## src/rtl/uart_pkg.sv

```systemverilog
// ---------------------------------------------------------------------------
// uart_pkg
// Shared definitions for the UART receive and transmit paths.
//   UART_BYTE_W : width of one UART character
//   uart_byte_t : one UART character
// ---------------------------------------------------------------------------
package uart_pkg;

    localparam int unsigned UART_BYTE_W = 8;

    typedef logic [UART_BYTE_W-1:0] uart_byte_t;

endpackage : uart_pkg

```

## src/rtl/sync_fifo_fwft.sv

```systemverilog
// ---------------------------------------------------------------------------
// sync_fifo_fwft
// Generic single-clock first-word-fall-through FIFO.
// The head entry is always visible on rd_data while empty=0.
//
// Parameters
//   WIDTH : data width
//   DEPTH : number of entries, power of two, >= 2
// Ports
//   clk     in   clock
//   reset   in   synchronous active-high reset (pointers and level only)
//   push    in   write wr_data this cycle (ignored when full and no pop)
//   wr_data in   write data
//   pop     in   consume head entry this cycle (ignored when empty)
//   rd_data out  head entry, valid while empty=0
//   level   out  occupancy 0..DEPTH
//   full    out  level == DEPTH
//   empty   out  level == 0
// ---------------------------------------------------------------------------
module sync_fifo_fwft #(
    parameter int unsigned WIDTH = 8,
    parameter int unsigned DEPTH = 16
) (
    input  logic                       clk,
    input  logic                       reset,
    input  logic                       push,
    input  logic [WIDTH-1:0]           wr_data,
    input  logic                       pop,
    output logic [WIDTH-1:0]           rd_data,
    output logic [$clog2(DEPTH):0]     level,
    output logic                       full,
    output logic                       empty
);

    localparam int unsigned AW    = $clog2(DEPTH);
    localparam int unsigned LVL_W = AW + 1;

    logic [WIDTH-1:0] mem [DEPTH];

    logic [AW-1:0]    wr_ptr_reg;
    logic [AW-1:0]    rd_ptr_reg;
    logic [LVL_W-1:0] level_reg;
    logic [LVL_W-1:0] level_next;

    logic do_push;
    logic do_pop;

    assign empty = (level_reg == '0);
    assign full  = (level_reg == LVL_W'(DEPTH));

    // A push while full is only legal when the head leaves in the same cycle.
    assign do_pop  = pop & ~empty;
    assign do_push = push & (~full | do_pop);

    always_comb begin
        level_next = level_reg;
        if (do_push && !do_pop) begin
            level_next = level_reg + LVL_W'(1);
        end else if (do_pop && !do_push) begin
            level_next = level_reg - LVL_W'(1);
        end
    end

    // Storage carries no reset; contents are meaningless until written.
    always_ff @(posedge clk) begin
        if (do_push) begin
            mem[wr_ptr_reg] <= wr_data;
        end
    end

    // Pointers are exactly AW bits so they wrap from DEPTH-1 to 0 naturally.
    always_ff @(posedge clk) begin
        if (reset) begin
            wr_ptr_reg <= '0;
            rd_ptr_reg <= '0;
            level_reg  <= '0;
        end else begin
            if (do_push) begin
                wr_ptr_reg <= wr_ptr_reg + AW'(1);
            end
            if (do_pop) begin
                rd_ptr_reg <= rd_ptr_reg + AW'(1);
            end
            level_reg <= level_next;
        end
    end

    // Fall-through read: a byte written in cycle N is visible in cycle N+1.
    assign rd_data = mem[rd_ptr_reg];
    assign level   = level_reg;

endmodule : sync_fifo_fwft

```

## src/rtl/uart_rx_fifo.sv

```systemverilog
// ---------------------------------------------------------------------------
// uart_rx_fifo
// Receive-side buffer behind the 8-bit UART receiver. Captures each byte
// flagged by a one-cycle in_valid pulse into a FWFT FIFO, presents it as a
// valid/ready stream, and keeps a sticky overflow flag plus a saturating
// count of receiver error rising edges.
//
// Optional feature macro: UART_RX_FIFO_TIMEOUT_EN
//   When defined, timeout asserts once the FIFO has been non-empty with no
//   new byte for TIMEOUT_CYCLES clocks. When undefined, timeout is tied 0.
//
// Parameters
//   DEPTH          : FIFO entries, power of two, >= 2
//   ERR_CNT_W      : width of the error edge counter
//   TIMEOUT_CYCLES : idle clocks before timeout (optional feature only)
// Ports
//   clk         in   clock
//   reset       in   synchronous active-high reset
//   in_data     in   received byte
//   in_valid    in   one-cycle pulse qualifying in_data
//   in_err      in   receiver error level
//   out_data    out  head byte, valid while out_valid=1
//   out_valid   out  FIFO non-empty
//   out_ready   in   host accepts head byte when out_valid & out_ready
//   level       out  occupancy 0..DEPTH
//   full        out  level == DEPTH
//   overflow    out  sticky: a byte was dropped while full
//   err_count   out  saturating count of in_err rising edges
//   clear_flags in   one-cycle pulse clearing overflow and err_count
//   timeout     out  idle timeout flag
// ---------------------------------------------------------------------------
module uart_rx_fifo
    import uart_pkg::*;
#(
    parameter int unsigned DEPTH          = 16,
    parameter int unsigned ERR_CNT_W      = 8,
    parameter int unsigned TIMEOUT_CYCLES = 1000
) (
    input  logic                       clk,
    input  logic                       reset,
    input  uart_byte_t                 in_data,
    input  logic                       in_valid,
    input  logic                       in_err,
    output uart_byte_t                 out_data,
    output logic                       out_valid,
    input  logic                       out_ready,
    output logic [$clog2(DEPTH):0]     level,
    output logic                       full,
    output logic                       overflow,
    output logic [ERR_CNT_W-1:0]       err_count,
    input  logic                       clear_flags,
    output logic                       timeout
);

    // Reject configurations the pointer arithmetic cannot support.
    if (DEPTH < 2 || (DEPTH & (DEPTH - 1)) != 0 || TIMEOUT_CYCLES < 1) begin : g_bad_param
        $error("uart_rx_fifo: DEPTH must be a power of two >= 2 and TIMEOUT_CYCLES >= 1");
    end

    logic fifo_empty;
    logic push;
    logic pop;
    logic drop;

    logic                 overflow_reg;
    logic [ERR_CNT_W-1:0] err_count_reg;
    logic                 in_err_q_reg;
    logic                 err_edge;

    assign out_valid = ~fifo_empty;
    assign pop       = out_valid & out_ready;
    assign push      = in_valid & (~full | pop);
    // A byte is lost only when full and the head is not leaving this cycle.
    assign drop      = in_valid & full & ~pop;
    assign err_edge  = in_err & ~in_err_q_reg;

    sync_fifo_fwft #(
        .WIDTH (UART_BYTE_W),
        .DEPTH (DEPTH)
    ) u_fifo (
        .clk     (clk),
        .reset   (reset),
        .push    (push),
        .wr_data (in_data),
        .pop     (pop),
        .rd_data (out_data),
        .level   (level),
        .full    (full),
        .empty   (fifo_empty)
    );

    // New events take priority over a coincident clear so none is lost.
    always_ff @(posedge clk) begin
        if (reset) begin
            overflow_reg  <= 1'b0;
            err_count_reg <= '0;
            in_err_q_reg  <= 1'b0;
        end else begin
            in_err_q_reg <= in_err;

            if (drop) begin
                overflow_reg <= 1'b1;
            end else if (clear_flags) begin
                overflow_reg <= 1'b0;
            end

            if (clear_flags) begin
                err_count_reg <= err_edge ? ERR_CNT_W'(1) : '0;
            end else if (err_edge && !(&err_count_reg)) begin
                err_count_reg <= err_count_reg + ERR_CNT_W'(1);
            end
        end
    end

    assign overflow  = overflow_reg;
    assign err_count = err_count_reg;

`ifdef UART_RX_FIFO_TIMEOUT_EN
    localparam int unsigned IDLE_W = $clog2(TIMEOUT_CYCLES + 1);

    logic [IDLE_W-1:0] idle_cnt_reg;

    // Counts clocks since the last accepted byte while data is waiting.
    always_ff @(posedge clk) begin
        if (reset) begin
            idle_cnt_reg <= '0;
        end else if (push || fifo_empty) begin
            idle_cnt_reg <= '0;
        end else if (idle_cnt_reg != IDLE_W'(TIMEOUT_CYCLES)) begin
            idle_cnt_reg <= idle_cnt_reg + IDLE_W'(1);
        end
    end

    assign timeout = out_valid & (idle_cnt_reg == IDLE_W'(TIMEOUT_CYCLES));
`else
    assign timeout = 1'b0;
`endif

endmodule : uart_rx_fifo

```

## config.mk

```make
export PLATFORM = sky130hd
export DESIGN_NAME = uart_rx_fifo
export DESIGN_NICKNAME = d
export VERILOG_FILES = /design/src/rtl/uart_pkg.sv /design/src/rtl/sync_fifo_fwft.sv /design/src/rtl/uart_rx_fifo.sv
export SDC_FILE = /design/constraint.sdc
export NUM_CORES = 1
export LEC_CHECK = 0
export ABC_CLOCK_PERIOD_IN_PS = 3500
export BUFFER_PORTS_ARGS = -buffer_cell sky130_fd_sc_hd__buf_4
export CORE_MARGIN = 5
export CORE_UTILIZATION = 60
export DETAILED_ROUTE_END_ITERATION = 12
export PLACE_DENSITY_LB_ADDON = 0.2
export SLEW_MARGIN = 20
export SYNTH_ARGS = -nofsm -noshare
export SYNTH_HDL_FRONTEND = slang
export SYNTH_HIERARCHICAL = 1
export SYNTH_SLANG_ARGS = --single-unit
```

## constraint.sdc

```tcl
create_clock -name clk -period 3.5 [get_ports clk]
set_input_delay 0.35 -clock clk [delete_from_list [all_inputs] [get_ports clk]]
set_output_delay 0.35 -clock clk [all_outputs]
set_load 0.005 [all_outputs]
```

==> metrics, run 1 <==
CP Max Fanout=8; Compound-Gate Fraction of Synth Area=0.04949; HP Start=in_err; pre-CTS WS=0.1927 ns; CTS tree=built; Synth-to-Final Area Change=15.17%; Num Clock Sinks=155; Worst R2R Setup Slack=0.26 ns; Post-Synth XOR/XNOR Area=0.01670; unrepaired setup endpoints after global routing=no; final-report hold violation count=0; Worst Path Required=3.91 ns; Power Total=4.875 mW; Num CTS Buffers=17; Layout fillers=662; storage element area=4385 um^2; Die X=112.4 um; origin of the critical flop-to-flop path=u_fifo/level[1]$_SDFFE_PP0P_; Max clock buf depth=2; CP Data Arrival Time=3.65 ns; mux share of post-synthesis cell area=0.1226; # diodes=0; Starting Density=0.6125; RR Endpoint=u_fifo/level[4]$_SDFFE_PP0P_; Non-Filler Instances=557; Cells after DPL=525; commonest non-fill, non-tap cell in the layout=edfxtp_1; CTS Root Cell=clkbuf_8; die area=12640 um^2; first-pass GRT wire length=19170 um; Clock Skew=0.006741 ns; via count=3297; Hold Path Depth=2; cell count of the worst reg-to-reg path=14; Tightest Hold Check Type=in2reg; GPL Wtd Cong=0.7875; critical path launch point type=flip-flop; Max Slew Vio Count=0; CTS clk-pin slew, worst paths=0.07 ns; area of the multi-input gates=1805 um^2; Syn Inst Count=363; Post-synth top flop=edfxtp_1; number of flip-flops under the largest register name=128; largest family of logic cells by synthesized area=multiplexers; Layout Utilization=0.7054; Buffers on Ports=37; Simple-Gate Fraction of Synth Area=0.07434; PnR worst setup slack=0.2649 ns; Distinct cells, synth=51; flops & latches, synth=155; outcome=finished clean; crit path launch=u_fifo/level[1]$_SDFFE_PP0P_; EDFF count, synth=128; Pwr Density=672.5 nW/um^2; setup_tns=0 ns; DRT antenna net count=0; largest net degree at the start of global routing=33; Leak Pwr=2.520 nW; MaxCap Viol Count=0; total track usage=0.2031; Syn Nets=388; async set-reset flop share out of synthesis=0; Die Ht=112.4 um; H-tree depth=4; maximum vdd drop=447.8 uV; vias per cell=5.919; Hold Path Sink=in_err_q_reg$_SDFF_PP0_; Slew @ Worst Pin=0.8019 ns; vias in the first global route=3540; Pre-antenna DRT Iters=4; synthesized area=6295 um^2; DRC violations left=0; synthesized area per cell=17.34 um^2; Core Box Area=10280 um^2; crit end category=flip-flop; Period minus WS final=3.235 ns; final setup vio count=0; Slew HR=0.4643; GRT overflow=0; Wirelength per Cell=20.86 um; WL final=11620 um; post-synthesis adder-cell area fraction=0.02306; ratio of final minimum period to clock period=0.9243; Syn. warnings=6; DP Wirelength=7664 um; Crit Path Class=reg2reg; share of layout cells above drive strength 1=0.2803; Std-Cell Rows=37; nets=433; Starting DRT DRC Count=286; Skew-Pair Late Insertion Delay=0.52 ns; initial antenna violation count=0; most frequent cells in the layout=edfxtp_1, buf_4, mux4_2; io pins=39; Max Freq=309.1 MHz; Seq/Total Area, Yosys=0.6965
[per-stage QoR]
step	cell area, um^2	hold WS, ns
2_1_floorplan	6295	0.4216
3_3_place_gp	6715	0.4932
3_5_place_dp	6715	0.4962
4_1_cts	7249	0.02865
5_1_grt	7249	0.03769
6_report	7249	0.05787
[cells by family (layout without fill, tap and decap cells)]
family	Yosys count	in the layout
AOI/OAI and AO/OA	39	39
xor gates and xnor gates	12	12
adders and majority gates	11	11
buffers and inverters	24	82
DFF	155	155
muxes	37	37
other	1	1
and+or+nand+nor	84	84
[how the worst max path moves through the flow]
stage,to,cells after the start
finish,u_fifo/level[4]$_SDFFE_PP0P_,14
global route,u_fifo/level[4]$_SDFFE_PP0P_,14
CTS,u_fifo/level[3]$_SDFFE_PP0P_,14
detailed placement,u_fifo/level[3]$_SDFFE_PP0P_,14
global placement,u_fifo/level[4]$_SDFFE_PP0P_,14
floorplan,u_fifo/level[4]$_SDFFE_PP0P_,15
[worst max-delay path, stage by stage (launching register included)]
cell      delay, ns
dfxtp_1        0.36
or4_4          0.61
nor2_1         0.11
inv_1          0.06
nand2_1        0.09
inv_1          0.14
o31ai_4        0.27
inv_1          0.06
ha_1           0.21
inv_2          0.10
ha_1           0.27
a21oi_1        0.20
a211oi_1       0.10
a31oi_1        0.17
mux2_2         0.34
[power breakdown]
part	internal, mW	total (mW)	switching, mW
Combinational	0.554	1.10	0.542
Sequential	2.09	2.15	0.0603
Clock	0.894	1.63	0.733
Total	3.54	4.88	1.34
[final cells by class]
type / count / share of cell area
sequential: 155 / 0.6049
clock inverter: 14 / 0.01553
timing repair buffer: 41 / 0.04418
inverter: 9 / 0.004660
tap: 136 / 0.02347
multi-input combinational: 184 / 0.2491
clock buffer: 18 / 0.05816
[metal layers]
metal | global-route usage | wire, um | part of all wire | vias to the layer above
met2 | 0.3453 | 6088 | 0.52 | 110
li1 | - | - | - | 1517
met1 | 0.2589 | 4657 | 0.40 | 1653
met5 | 0 | 0 | 0 | -
met3 | 0.05499 | 712 | 0.061 | 17
met4 | 0.05929 | 162 | 0.014 | 0
[cells in the mapped netlist (2+ instances only)]
library cell,number,area (um^2)
dfxtp_1,27,540.5
nor2b_1,4,25.02
inv_1,9,33.78
and3_1,4,25.02
o21ai_2,2,17.52
nand2_1,12,45.04
or3_1,2,12.51
nand3_1,3,15.01
nor4bb_1,2,20.02
ha_1,10,125.1
a22oi_1,16,120.1
xor2_1,10,87.58
edfxtp_1,128,3844
xnor2_1,2,17.52
buf_2,3,15.01
o211ai_1,5,37.54
buf_1,2,7.510
mux4_2,32,720.7
and2_1,18,112.6
nor2_1,28,105.1
a21oi_1,4,20.02
mux2i_1,4,40.04
clkbuf_1,8,30.03
[timing repair]
item                       4_1_cts  5_1_grt
setup endpoints to repair        0        2
buffers inserted                 0        0
hold buffers                     0        0
gates resized for setup          0        2
Power figures use the tool's default switching activity.
==> run 2: changes to the inputs <==
Settings changed: SYNTH_HIERARCHICAL 1 to not set.
==> run 2 against run 1 <==
  * Synthesized cell count grew 3.3%
  * Clock power increased by 4%
  * Maximum frequency grew 11%
==> metrics, run 2 <==
Crit Path Class=reg2reg; nets=446; Period minus WS final=2.921 ns; CTS tree=built; setup bufs post-CTS=0; Pwr Density=674.5 nW/um^2; Cell Chain, Critical Path=or4_4 > o31ai_4 > inv_2 > ha_1 > fa_1 > nand2b_1 > a21oi_1 > mux2i_1 > mux2_2; delay-heaviest family, CP=simple AND/OR/NAND/NOR gates; # diodes=0; Clock Skew=0.008788 ns; number of flip-flops under the largest register name=128; DRT antenna net count=0; CTS Root Cell=clkbuf_8; Max clock buf depth=2; initial antenna violation count=0; MaxCap Viol Count=0; DRC violations left=0; final-report hold violation count=0; first-pass GRT wire length=19780 um; Non-Filler Instances=569; most frequent cells in the layout=edfxtp_1, buf_4, mux4_2; cts repair resizes=0; Die X=112.4 um; Worst path slowest cell=or4_4; Die Ht=112.4 um; io pins=39; Num CTS Buffers=17; Largest stage delay, worst path=0.61 ns; maximum vdd drop=492.2 uV; Hold-fix buffers, CTS=0; Std-Cell Rows=37; outcome=finished clean; most frequent cell after synthesis=edfxtp_1; Post-synth top flop=edfxtp_1; Commonest cells post-synth=edfxtp_1, mux4_2, nor2_1; Seq/Total Area, Yosys=0.6969; Max Slew Vio Count=0; vias in the first global route=3643; critical path launch point type=flip-flop; ratio of final minimum period to clock period=0.8347; top cells by area, synth=edfxtp_1, mux4_2, dfxtp_1; Slew @ Worst Pin=0.8860 ns; CTS clk-pin slew, worst paths=0.06 ns; Slew HR=0.4071; Syn Inst Count=375; largest net degree at the start of global routing=33; Wirelength per Cell=21.75 um; crit end category=flip-flop; DP Wirelength=7636 um; Power Total=4.929 mW; synthesized area per cell=16.78 um^2; Distinct cells, synth=47; Syn. warnings=0; Core Box Area=10280 um^2; Pre-antenna DRT Iters=5; Syn Nets=400; Worst Path Required=3.92 ns; Max Freq=342.3 MHz; Num Clock Sinks=155; Starting Density=0.6121; vias per cell=6.109; CP Data Arrival Time=3.35 ns; Synth-to-Final Area Change=16.17%; Cells after DPL=538; CP bufs+invs=1; H-tree depth=4; flops & latches, synth=155; Starting DRT DRC Count=320; async set-reset flop share out of synthesis=0; WHS=0.06823 ns; unrepaired setup endpoints after global routing=no; setup_tns=0 ns; Post-Place Cell Area=6763 um^2; Leak Pwr=2.489 nW; GRT overflow=0; share of layout cells above drive strength 1=0.2771; WL final=12370 um; Skew-Pair Late Insertion Delay=0.53 ns; Post-Layout Inst Area=7308 um^2; CP Max Fanout=8; total track usage=0.2117; die area=12630 um^2; via count=3476; Tightest Hold Check Type=in2reg; GPL Wtd Cong=0.7881; Yosys top cell area share=0.6110; Buffers on Ports=37; synthesized area=6291 um^2; EDFF count, synth=128; final setup vio count=0; commonest non-fill, non-tap cell in the layout=edfxtp_1; largest area contributor in the netlist=edfxtp_1
## run 2: cell count changes after synthesis, sizes merged, moves of 3 or more
cell	previous run	this run
nand2b	0	3
nor4b	1	4
nand3	4	8
a21oi	4	9
and4b	1	6
and3	4	0
clkbuf	8	13
nor3	2	5
xor2	10	4
o211ai	5	1
nand2	12	18
and2	18	1
## run 2: metal layers
metal | vias to the layer above | global-route usage | part of all wire
met5 | - | 0 | 0
met4 | 0 | 0.07452 | 0.024
met3 | 29 | 0.05822 | 0.061
met2 | 159 | 0.3556 | 0.52
met1 | 1725 | 0.2675 | 0.40
li1 | 1563 | - | -
## run 2: cell type report
class	count	area [um^2]
fillers	659	2969
multi-input cells	189	1800
well taps	136	170.2
repair buffers	47	365.4
flip-flops and latches	155	4385
clock buffers	18	417.9
clock inverters	13	127.6
inverters	11	41.29
## run 2: kinds of logic (layout without fill, tap and decap cells)
group	count (synthesis)	after routing	synth area share
DFF	155	155	0.6969
and+or+nand+nor	90	90	0.07518
other	1	1	0.0005961
buffers and inverters	31	89	0.02088
adders and majority gates	11	11	0.02307
AOI/OAI and AO/OA	41	41	0.04773
muxes	39	39	0.1259
xor gates and xnor gates	7	7	0.009746
## run 2: worst register-to-register path: cells and delay by family (launching register included)
kind	cells	cell delay (ns)
AO/OA/AOI/OAI	2	0.37
AND/OR/NAND/NOR	2	0.77
buffers and inverters	1	0.11
adder cells (fa/ha/maj)	2	0.65
flip-flops	1	0.36
multiplexers	2	0.55
## run 2: path summary, 6_finish.rpt
path,from,end,slack [ns],depth (start not counted)
worst max-delay path,u_fifo.level[1]$_SDFFE_PP0P_,u_fifo.level[4]$_SDFFE_PP0P_,0.58,9
worst min-delay path,in_err,in_err_q_reg$_SDFF_PP0_,0.07,2
worst max register to register,u_fifo.level[1]$_SDFFE_PP0P_,u_fifo.level[4]$_SDFFE_PP0P_,0.58,9
worst min register to register,overflow$_SDFFE_PP0P_,overflow$_SDFFE_PP0P_,0.49,2
## run 2: where the power goes
part | switching, mW | leakage [nW] | total [mW] | internal [mW]
combinational | 0.522 | 0.851 | 1.09 | 0.568
clock | 0.699 | 0.262 | 1.70 | 1.00
sequential | 0.0621 | 1.38 | 2.14 | 2.08
## run 2: per-stage QoR
stage / utilization / setup slack (ns)
final: 0.7111 / 0.5787
after global routing: 0.7111 / 0.4089
after CTS: 0.7111 / 0.5741
after detailed placement: 0.6580 / 0.5866
after global placement: 0.6580 / 0.6411
after floorplan: - / 0.6150
==> run 3: changes to the inputs <==
Settings changed: ABC_CLOCK_PERIOD_IN_PS 3500 to 2400, CORE_UTILIZATION 60 to 54.
Clock period 3.5 ns to 2.4 ns, I/O delays scaled along.
==> run 3 against run 2 <==
  * The run now ends with setup timing left
  * Critical path type unchanged
  * Non-clock buffer count grew 24
  * Final cell count rose by 5.6%
  * Largest cell class unchanged
  * Sequential power rose by 46%
  * Clock skew rose by 0.0031 ns
  * Clock power up 57%
==> metrics, run 3 (synthesized netlist as in run 2, its figures left out) <==
Leak Pwr=2.664 nW; CTS tree=built; Pwr Density=1017 nW/um^2; Tightest Hold Check Type=in2reg; # diodes=0; DP Wirelength=8088 um; failing checks=setup timing; Core Box Area=11420 um^2; GRT overflow=0; Buffers on Ports=37; Pre-antenna DRT Iters=5; storage element area=4389 um^2; share of layout cells above drive strength 1=0.3406; CTS Root Cell=clkbuf_16; Die X=117.9 um; Num CTS Buffers=17; DRT antenna net count=0; Slew HR=0.3479; internal power=5.772 mW; met3 WL=858 um; Post-Layout Inst Area=7660 um^2; GPL Wtd Cong=0.8699; initial antenna violation count=0; CP Data Arrival Time=2.92 ns; total track usage=0.1959; final-report hold violation count=0; die area=13910 um^2; Hold-fix buffers, CTS=0; Die Ht=117.9 um; Synth-to-Final Area Change=21.76%; area of the multi-input gates=1856 um^2; Wirelength per Cell=22.61 um; Cells after DPL=562; Std-Cell Rows=39; Seq pwr share=0.401; DRC violations left=0; Largest stage delay, worst path=0.55 ns; Top Layer Used=met4; Clock Skew=0.01187 ns; maximum vdd drop=487.4 uV; H-tree depth=4; outcome=complete, but fails checks; critical path launch point type=flip-flop; Num Clock Sinks=155; setup_tns=-0.3381 ns; number of flip-flops under the largest register name=128; MaxCap Viol Count=0; unrepaired setup endpoints after global routing=yes; ratio of final minimum period to clock period=1.091; Cell Chain, Critical Path=or4_4 > o31ai_4 > inv_2 > ha_4 > fa_2 > nand2b_4 > a21oi_2 > mux2i_1 > mux2_2; Period minus WS final=2.618 ns; met2 wire len=7206 um; wl on met1=5348 um; PnR worst setup slack=-0.2178 ns; Worst path slowest cell=or4_4; Starting DRT DRC Count=294; Layout fillers=811; Slew @ Worst Pin=0.9745 ns; crit path launch=u_fifo.level[0]$_SDFFE_PP0P_; origin of the critical flop-to-flop path=u_fifo.level[0]$_SDFFE_PP0P_; Worst Path Required=2.70 ns; final setup vio count=2; Max Slew Vio Count=0; via count=3589; crit end category=flip-flop; NetSw=2.018 mW; io pins=39; vias per cell=5.972; CP Max Fanout=3; HP Start=in_err; vias in the first global route=3639; WHS=0.07363 ns; Non-Filler Instances=601; largest net degree at the start of global routing=33; most frequent cells in the layout=edfxtp_1, buf_4, mux4_2; Clk pwr share=0.343; Max clock buf depth=2; Crit Path Class=reg2reg; Comb power frac=0.257; first-pass GRT wire length=20610 um; WL final=13590 um; commonest non-fill, non-tap cell in the layout=edfxtp_1; Sw Ratio=0.2590; Max Freq=382.0 MHz; nets=470; Post-Place Cell Area=6939 um^2; Starting Density=0.5510; CTS clk-pin slew, worst paths=0.06 ns; Skew-Pair Late Insertion Delay=0.41 ns
==> run 3: cell types whose count changed in the layout (fill, tap and decap cells not counted), moves of 2 or more <==
cell,before,now
a21oi_1,8,6
buf_4,46,66
ha_1,10,8
a21oi_2,1,3
clkbuf_16,16,19
clkinv_4,1,3
ha_4,0,2
==> run 3: cell type report <==
class,count,area share
timing repair buffer,71,0.07792
multi-input combinational,189,0.2422
tap,143,0.02336
clock buffer,17,0.05554
clock inverter,15,0.02254
sequential,155,0.5730
inverter,11,0.005390
==> run 3: worst paths after layout <==
path	end	slack, ns	cells past startpoint
worst max register to register	u_fifo.level[4]$_SDFFE_PP0P_	-0.22	9
worst min register to register	overflow$_SDFFE_PP0P_	0.48	2
worst min-delay path	in_err_q_reg$_SDFF_PP0_	0.07	2
worst max-delay path	u_fifo.level[4]$_SDFFE_PP0P_	-0.22	9
==> run 3: layer usage <==
metal	up-vias	track usage
met5	-	0
met4	0	0.06308
met1	1821	0.2504
li1	1619	-
met3	12	0.05094
met2	137	0.3285
==> run 3: metrics by stage <==
step	total power [mW]	setup WS, ns	util
after floorplan	4.290	-0.3834	-
after global placement	4.925	-0.2175	0.6077
after detailed placement	4.959	-0.2847	0.6077
after CTS	7.667	-0.2151	0.6635
after global routing	8.128	-0.3084	0.6708
final	7.790	-0.2178	0.6708
==> run 3: what timing repair did <==
| action | 4_1_cts | 5_1_grt |
|---|---|---|
| gates cloned | 0 | 3 |
| pin swaps | 4 | 0 |
| resized for setup | 4 | 2 |
| setup endpoints to repair | 3 | 9 |
| buffers inserted | 2 | 2 |
==> run 3: critical path: cells and delay by family, from the launching register on <==
family	cells	cell delay, ns
AOI/OAI and AO/OA	2	0.34
adders and majority gates	2	0.54
buffers and inverters	1	0.08
DFF	1	0.31
muxes	2	0.54
and+or+nand+nor	2	0.70
==> run 3: power groups by stage <==
| stage | combinational, mW | sequential [mW] | clock [mW] |
|---|---|---|---|
| 5_1_grt | 2.17 | 3.13 | 2.82 |
| 4_1_cts | 1.87 | 3.09 | 2.71 |
| 2_1_floorplan | 1.14 | 3.15 | 0 |
| 6_report | 2.00 | 3.12 | 2.67 |
| 3_5_place_dp | 1.81 | 3.15 | 0 |
| 3_3_place_gp | 1.79 | 3.14 | 0 |
